**src/rtl/db4_dwt_sched_if.sv**
```systemverilog
// Port bundle for db4_dwt_sched: sample input, lattice-engine handshake and coefficient output.
// The scheduler takes the slave view; the surrounding system (source, engine, sink) the master.
interface db4_dwt_sched_if #(
    parameter int unsigned DW = 9
);

    logic          in_valid;
    logic          in_ready;
    logic [DW-1:0] x_in;

    logic          lat_start;
    logic [DW-1:0] lat_even;
    logic [DW-1:0] lat_odd;
    logic [1:0]    lat_level;
    logic          lat_done;
    logic [DW-1:0] lat_g;
    logic [DW-1:0] lat_h;

    logic          out_valid;
    logic          out_ready;
    logic [DW-1:0] out_data;
    logic [1:0]    out_level;
    logic          out_is_approx;

    logic          err;

    modport slave (
        input  in_valid, x_in, lat_done, lat_g, lat_h, out_ready,
        output in_ready, lat_start, lat_even, lat_odd, lat_level,
               out_valid, out_data, out_level, out_is_approx, err
    );

    modport master (
        output in_valid, x_in, lat_done, lat_g, lat_h, out_ready,
        input  in_ready, lat_start, lat_even, lat_odd, lat_level,
               out_valid, out_data, out_level, out_is_approx, err
    );

endinterface

```
**src/rtl/db4_dwt_sched.sv**
```systemverilog
// Multi-octave DB4 scheduler: per-octave even/odd pair buffers sharing one external lattice
// engine, deepest ready octave first. Define DB4_SCHED_ERR_EN to enable the sticky err flag.
module db4_dwt_sched #(
    parameter int unsigned LEVELS = 3,
    parameter int unsigned DW     = 9
) (
    input logic            clk,
    input logic            reset,
    db4_dwt_sched_if.slave bus
);

    localparam logic [2:0] IDLE   = 3'd0;
    localparam logic [2:0] ISSUE  = 3'd1;
    localparam logic [2:0] WAIT   = 3'd2;
    localparam logic [2:0] EMIT_D = 3'd3;
    localparam logic [2:0] EMIT_A = 3'd4;

    localparam logic [1:0] LAST = 2'(LEVELS - 1);

    logic [2:0]        state_q, state_d;
    logic [1:0]        cnt_q  [LEVELS];
    logic [DW-1:0]     pair_q [LEVELS][2];
    logic [1:0]        sel_q;
    logic [DW-1:0]     even_q, odd_q;
    logic [DW-1:0]     g_q, h_q;
    logic              rdy_q;

    logic              any_ready;
    logic [1:0]        win;
    logic              in_fire;
    logic              g_fire;
    logic              sel_last;
    logic [LEVELS-1:0] wr_en;
    logic [LEVELS-1:0] clr_en;

    assign sel_last = (sel_q == LAST);
    assign in_fire  = bus.in_valid & bus.in_ready;
    // Lowpass result moves one octave down when the detail coefficient is acknowledged.
    assign g_fire   = (state_q == EMIT_D) & bus.out_ready & ~sel_last;

    // Later (deeper) ready octaves overwrite earlier ones, so the deepest wins.
    always_comb begin
        any_ready = 1'b0;
        win       = '0;
        for (int k = 0; k < LEVELS; k++) begin
            if (cnt_q[k] == 2'd2) begin
                any_ready = 1'b1;
                win       = 2'(k);
            end
        end
    end

    always_comb begin
        wr_en    = '0;
        clr_en   = '0;
        wr_en[0] = in_fire;
        for (int k = 0; k < LEVELS; k++) begin
            clr_en[k] = (state_q == ISSUE) && (sel_q == 2'(k));
        end
        for (int k = 1; k < LEVELS; k++) begin
            if (g_fire && (sel_q == 2'(k - 1))) begin
`ifdef DB4_SCHED_ERR_EN
                wr_en[k] = (cnt_q[k] != 2'd2);
`else
                wr_en[k] = 1'b1;
`endif
            end
        end
    end

    always_comb begin
        state_d = state_q;
        case (state_q)
            IDLE:    if (any_ready) state_d = ISSUE;
            ISSUE:   state_d = WAIT;
            WAIT:    if (bus.lat_done) state_d = EMIT_D;
            EMIT_D:  if (bus.out_ready) state_d = sel_last ? EMIT_A : IDLE;
            EMIT_A:  if (bus.out_ready) state_d = IDLE;
            default: state_d = IDLE;
        endcase
    end

    always_ff @(posedge clk or negedge reset) begin
        if (!reset) begin
            for (int k = 0; k < LEVELS; k++) begin
                cnt_q[k]     <= '0;
                pair_q[k][0] <= '0;
                pair_q[k][1] <= '0;
            end
        end else begin
            for (int k = 0; k < LEVELS; k++) begin
                if (clr_en[k]) begin
                    cnt_q[k] <= '0;
                end else if (wr_en[k]) begin
                    pair_q[k][cnt_q[k][0]] <= (k == 0) ? bus.x_in : g_q;
                    cnt_q[k]               <= cnt_q[k] + 2'd1;
                end
            end
        end
    end

    always_ff @(posedge clk or negedge reset) begin
        if (!reset) begin
            state_q <= IDLE;
            rdy_q   <= 1'b0;
            sel_q   <= '0;
            even_q  <= '0;
            odd_q   <= '0;
            g_q     <= '0;
            h_q     <= '0;
        end else begin
            state_q <= state_d;
            rdy_q   <= 1'b1;
            if ((state_q == IDLE) && any_ready) begin
                sel_q  <= win;
                even_q <= pair_q[win][0];
                odd_q  <= pair_q[win][1];
            end
            if ((state_q == WAIT) && bus.lat_done) begin
                g_q <= bus.lat_g;
                h_q <= bus.lat_h;
            end
        end
    end

`ifdef DB4_SCHED_ERR_EN
    logic              err_q;
    logic              ovf_any;
    logic              stray_done;

    always_comb begin
        ovf_any = 1'b0;
        for (int k = 1; k < LEVELS; k++) begin
            if (g_fire && (sel_q == 2'(k - 1)) && (cnt_q[k] == 2'd2)) begin
                ovf_any = 1'b1;
            end
        end
    end

    assign stray_done = bus.lat_done && (state_q != WAIT);

    always_ff @(posedge clk or negedge reset) begin
        if (!reset) begin
            err_q <= 1'b0;
        end else if (stray_done || ovf_any) begin
            err_q <= 1'b1;
        end
    end

    assign bus.err = err_q;
`else
    assign bus.err = 1'b0;
`endif

    // cnt_0 == 2 only clears at the ISSUE edge, so input can never collide with the clear.
    assign bus.in_ready      = rdy_q && (cnt_q[0] != 2'd2);

    assign bus.lat_start     = (state_q == ISSUE);
    assign bus.lat_even      = even_q;
    assign bus.lat_odd       = odd_q;
    assign bus.lat_level     = sel_q;

    assign bus.out_valid     = (state_q == EMIT_D) || (state_q == EMIT_A);
    assign bus.out_data      = (state_q == EMIT_A) ? g_q : h_q;
    assign bus.out_level     = (state_q == EMIT_A) ? LAST : sel_q;
    assign bus.out_is_approx = (state_q == EMIT_A);

endmodule

```
**src/flat_wrapper.sv**
```systemverilog
// flat-port wrapper written by rule: the top's interface ports become plain ports
module db4_dwt_sched_flat 
#(
    parameter int unsigned LEVELS = 3,
    parameter int unsigned DW     = 9
)
  (clk, reset, bus_in_valid, bus_x_in, bus_lat_done, bus_lat_g, bus_lat_h, bus_out_ready, bus_in_ready, bus_lat_start, bus_lat_even, bus_lat_odd, bus_lat_level, bus_out_valid, bus_out_data, bus_out_level, bus_out_is_approx, bus_err);
  db4_dwt_sched_if #(.DW(DW)) bus_i ();
  input logic clk;
  input logic reset;
  input wire logic [$bits(bus_i.in_valid)-1:0] bus_in_valid;
  input wire logic [$bits(bus_i.x_in)-1:0] bus_x_in;
  input wire logic [$bits(bus_i.lat_done)-1:0] bus_lat_done;
  input wire logic [$bits(bus_i.lat_g)-1:0] bus_lat_g;
  input wire logic [$bits(bus_i.lat_h)-1:0] bus_lat_h;
  input wire logic [$bits(bus_i.out_ready)-1:0] bus_out_ready;
  output wire logic [$bits(bus_i.in_ready)-1:0] bus_in_ready;
  output wire logic [$bits(bus_i.lat_start)-1:0] bus_lat_start;
  output wire logic [$bits(bus_i.lat_even)-1:0] bus_lat_even;
  output wire logic [$bits(bus_i.lat_odd)-1:0] bus_lat_odd;
  output wire logic [$bits(bus_i.lat_level)-1:0] bus_lat_level;
  output wire logic [$bits(bus_i.out_valid)-1:0] bus_out_valid;
  output wire logic [$bits(bus_i.out_data)-1:0] bus_out_data;
  output wire logic [$bits(bus_i.out_level)-1:0] bus_out_level;
  output wire logic [$bits(bus_i.out_is_approx)-1:0] bus_out_is_approx;
  output wire logic [$bits(bus_i.err)-1:0] bus_err;
  assign bus_i.in_valid = bus_in_valid;
  assign bus_i.x_in = bus_x_in;
  assign bus_i.lat_done = bus_lat_done;
  assign bus_i.lat_g = bus_lat_g;
  assign bus_i.lat_h = bus_lat_h;
  assign bus_i.out_ready = bus_out_ready;
  assign bus_in_ready = bus_i.in_ready;
  assign bus_lat_start = bus_i.lat_start;
  assign bus_lat_even = bus_i.lat_even;
  assign bus_lat_odd = bus_i.lat_odd;
  assign bus_lat_level = bus_i.lat_level;
  assign bus_out_valid = bus_i.out_valid;
  assign bus_out_data = bus_i.out_data;
  assign bus_out_level = bus_i.out_level;
  assign bus_out_is_approx = bus_i.out_is_approx;
  assign bus_err = bus_i.err;
  db4_dwt_sched #(.LEVELS(LEVELS), .DW(DW)) u_core (.clk(clk), .reset(reset), .bus(bus_i));
endmodule
```
**config.mk**
```make
export PLATFORM = sky130hd
export DESIGN_NAME = db4_dwt_sched_flat
export DESIGN_NICKNAME = d
export VERILOG_FILES = /design/src/rtl/db4_dwt_sched_if.sv /design/src/rtl/db4_dwt_sched.sv /design/src/flat_wrapper.sv
export SDC_FILE = /design/constraint.sdc
export NUM_CORES = 1
export LEC_CHECK = 0
export ABC_CLOCK_PERIOD_IN_PS = 1900
export CELL_PAD_IN_SITES_DETAIL_PLACEMENT = 1
export CELL_PAD_IN_SITES_GLOBAL_PLACEMENT = 1
export CORE_UTILIZATION = 40
export CTS_CLUSTER_DIAMETER = 200
export DETAILED_ROUTE_END_ITERATION = 10
export PLACE_DENSITY_LB_ADDON = 0.1
export SLEW_MARGIN = 20
export SYNTH_ARGS = -nofsm -noshare
export SYNTH_HDL_FRONTEND = slang
export SYNTH_SLANG_ARGS = --single-unit
```
**constraint.sdc**
```tcl
create_clock -name clk -period 1.9 [get_ports clk]
set_clock_uncertainty 0.15 [all_clocks]
set_input_delay 0.38 -clock clk [delete_from_list [all_inputs] [get_ports clk]]
set_output_delay 0.38 -clock clk [all_outputs]
set_load 0.03 [all_outputs]
```
==> metrics.csv <==
metric,value,unit
cts_root_buffer,clkbuf_16,
start_kind,flop,
syn_area_per_cell,13.7,um^2
setup_slack,-0.196,ns
start_util,0.415,
die_y,109,um
synth-xor-area-share,0.00192,
track_usage,0.217,
ys_seq_elements,102,
power.density,1760,nW/um^2
maxSlewHeadroom,0.617,
cts_tree,yes,
seq_area,2550,um^2
cp_max_fo,5,
core,11000,um^2
synth_edf_count,0,
postSynthCellCount,332,
area_growth,43.4,%
portBuffers,66,
clkLatencyLatePin,0.35,ns
synth_compound_area_frac,0.0464,
fin_nets,494,
fin_hold_ws,0.343,ns
grt_util_met3,0.0550,
clock_path_buffers,2,
ant_nets,0,
violations,negative setup slack,
fin_area,6540,um^2
yosysTopAreaCellShare,0.560,
hold_violations,0,
synthTopCellsByArea,"dfrtp_1 (56%), mux2_2 (22%), mux2i_1 (4.2%), mux2_4 (3.0%), o21ai_0 (2.4%)",
routed_wl,11.8,mm
synthMuxAreaShare,0.294,
final_util,0.595,
dr.pass1.iters,4,
setup_tns,-3.82,ns
async_flop_share,1.00,
vias_per_cell,5.15,
synth_area,4560,um^2
hold_path_class,flop to flop,
grtUsageMet1,0.269,
worstSetupPathType,flop to output port,
grt_max_degree,103,
yosys.area_share.simple,0.0626,
first_global_vias,3378,
worstPathArrival,1.57,ns
grt-ovfl-total,0,
busiest_layer,met2,
grt_use_met2,0.369,
yosys.area_share.adder,0.00823,
die_w,109,um
dieArea,11800,um^2
drcViolationCount,0,
ir_worst_vdd,0.000903,V
finalSetupViolations,44,
cts_buffers,9,
yosysMostFrequentCell,dfrtp_1,
fin_crit,2.10,ns
synth.largest_area_cell,dfrtp_1,
synthFlopType,dfrtp_1,
fill_cells,1090,
gp_congestion,0.707,
dp_hpwl,7.07,mm
rsz0062_at_grt,true,
clock-sinks,102,
synth_top_family_by_area,multiplexers,
finalMaxSlewViolations,0,
drive_above_1_share,0.461,
clk_pin_slew,0.07,ns
status,"complete, but fails checks",
rows,38,
wl_per_cell,19.5,um
grt_pass1_wl,18.7,mm
tightest_slew,0.575,ns
yosys-top-cells-count,"dfrtp_1 (102), mux2_2 (90), nand2_1 (23), o21ai_0 (22), mux2i_1 (19)",
dpl-instance-area,5810,um^2
antenna_found_initial,0,
maxCapViolations,0,
power.leakage,0.00305,uW
max_freq,0.477,GHz
yosys_warnings,0,
multi_input_area,2130,um^2
cts_htree_levels,3,
endpoint_kind,output port,
io_pins,68,
reg2reg_slack,-0.12,ns
n_antenna_cell,0,
syn-num-nets,367,
min_period_over_period,1.10,
required,1.37,ns
ys_seq_area_frac,0.560,
ys_types,39,
dr_total_vias,3113,
drt_iter0_markers,82,
final cells by class:
class / instances / share of cell area
clock inverter: 5 / 0.0161
clock buffer: 11 / 0.0387
tap: 140 / 0.0268
timing repair inverter: 1 / 0.00134
sequential: 102 / 0.391
timing repair buffer: 129 / 0.196
inverter: 6 / 0.00459
multi-input combinational: 210 / 0.326
where the power goes:
| group | internal, uW | switching, uW | leakage (uW) |
|---|---|---|---|
| clock network | 1360 | 827 | 0.000168 |
| logic | 2960 | 2540 | 0.00163 |
| registers | 3180 | 606 | 0.00125 |
sequential cells by signal, indices dropped and copies added, names as in the netlist:
register / cells
u_core.pair_q: 54
u_core.bus.lat_even: 9
u_core.bus.lat_odd: 9
u_core.g_q: 9
u_core.h_q: 9
u_core.cnt_q: 6
u_core.state_q: 3
u_core.bus.lat_level: 2
u_core.rdy_q: 1
metal layers:
layer  vias to the layer above  wire, um
met4                         0       199
met1                      1615      5150
met2                        64      5890
li1                       1422         -
met3                        12       562
met5                         -         0
final timing paths:
| check | start | cells past startpoint | end |
|---|---|---|---|
| worst max-delay path | u_core.state_q[1] | 5 | bus_out_data[4] |
| worst min-delay path | u_core.cnt_q[3] | 1 | u_core.cnt_q[3] |
| worst max register to register | u_core.cnt_q[5] | 6 | u_core.pair_q[53] |
| worst min register to register | u_core.cnt_q[3] | 1 | u_core.cnt_q[3] |
| max in group asynchronous | reset | 3 | u_core.state_q[2] |
| min in group asynchronous | reset | 3 | u_core.pair_q[23] |
layout by cell type, fill, tap and decap left out, types with 2 or more instances in the layout:
cell type          n
bufinv_16          3
dlygate4sd2_1     17
mux2_2            49
clkbuf_16          9
clkbuf_8           2
ha_1               2
buf_4             43
nand3_2            2
nand2b_1           3
clkinvlp_4         2
inv_1              4
o21ai_0           22
a22oi_1            2
conb_1             2
nor3_1             3
a21oi_1            3
nand3b_1           2
mux2i_1           19
dlymetal6s2s_1     3
a211oi_4           2
a21o_1             4
buf_12             8
buf_6             27
nor2b_1            2
clkdlybuf4s50_1   30
mux2_4            50
nor2_1             2
nand2_1           22
dfrtp_1          101
nor3_4             3
critical path: stages (launching register included):
cell,delay [ns]
dfrtp_1,0.41
nor2_4,0.14
nand2_4,0.11
inv_6,0.10
mux2_4,0.31
buf_6,0.14
through the flow:
step | worst slack, ns | std cells | power (uW)
3_3_place_gp | -0.301 | 565 | 8570
5_1_grt | -0.255 | 604 | 12100
2_1_floorplan | -0.106 | 332 | 6860
3_5_place_dp | -0.357 | 565 | 8770
4_1_cts | -0.241 | 600 | 11300
6_report | -0.196 | 604 | 11500
cells by family (layout without fill, tap and decap cells):
| kind of cell | count (synthesis) | count (layout) |
|---|---|---|
| flops | 102 | 102 |
| buf+inv | 20 | 152 |
| other cells | 2 | 2 |
| fa+ha+maj | 3 | 3 |
| compound gates | 35 | 35 |
| mux | 118 | 118 |
| simple gates | 51 | 51 |
| xor+xnor | 1 | 1 |
what timing repair did:
item / in CTS / in global routing
endpoints found under the hold margin: 102 / 0
hold buffers: 1 / 0
endpoints found under the setup margin: 72 / 71
cloned: 3 / 0
pin swaps: 3 / 5
setup buffers: 16 / 10
gates resized for setup: 120 / 33
No activity file was read; power rests on OpenSTA's default activity.
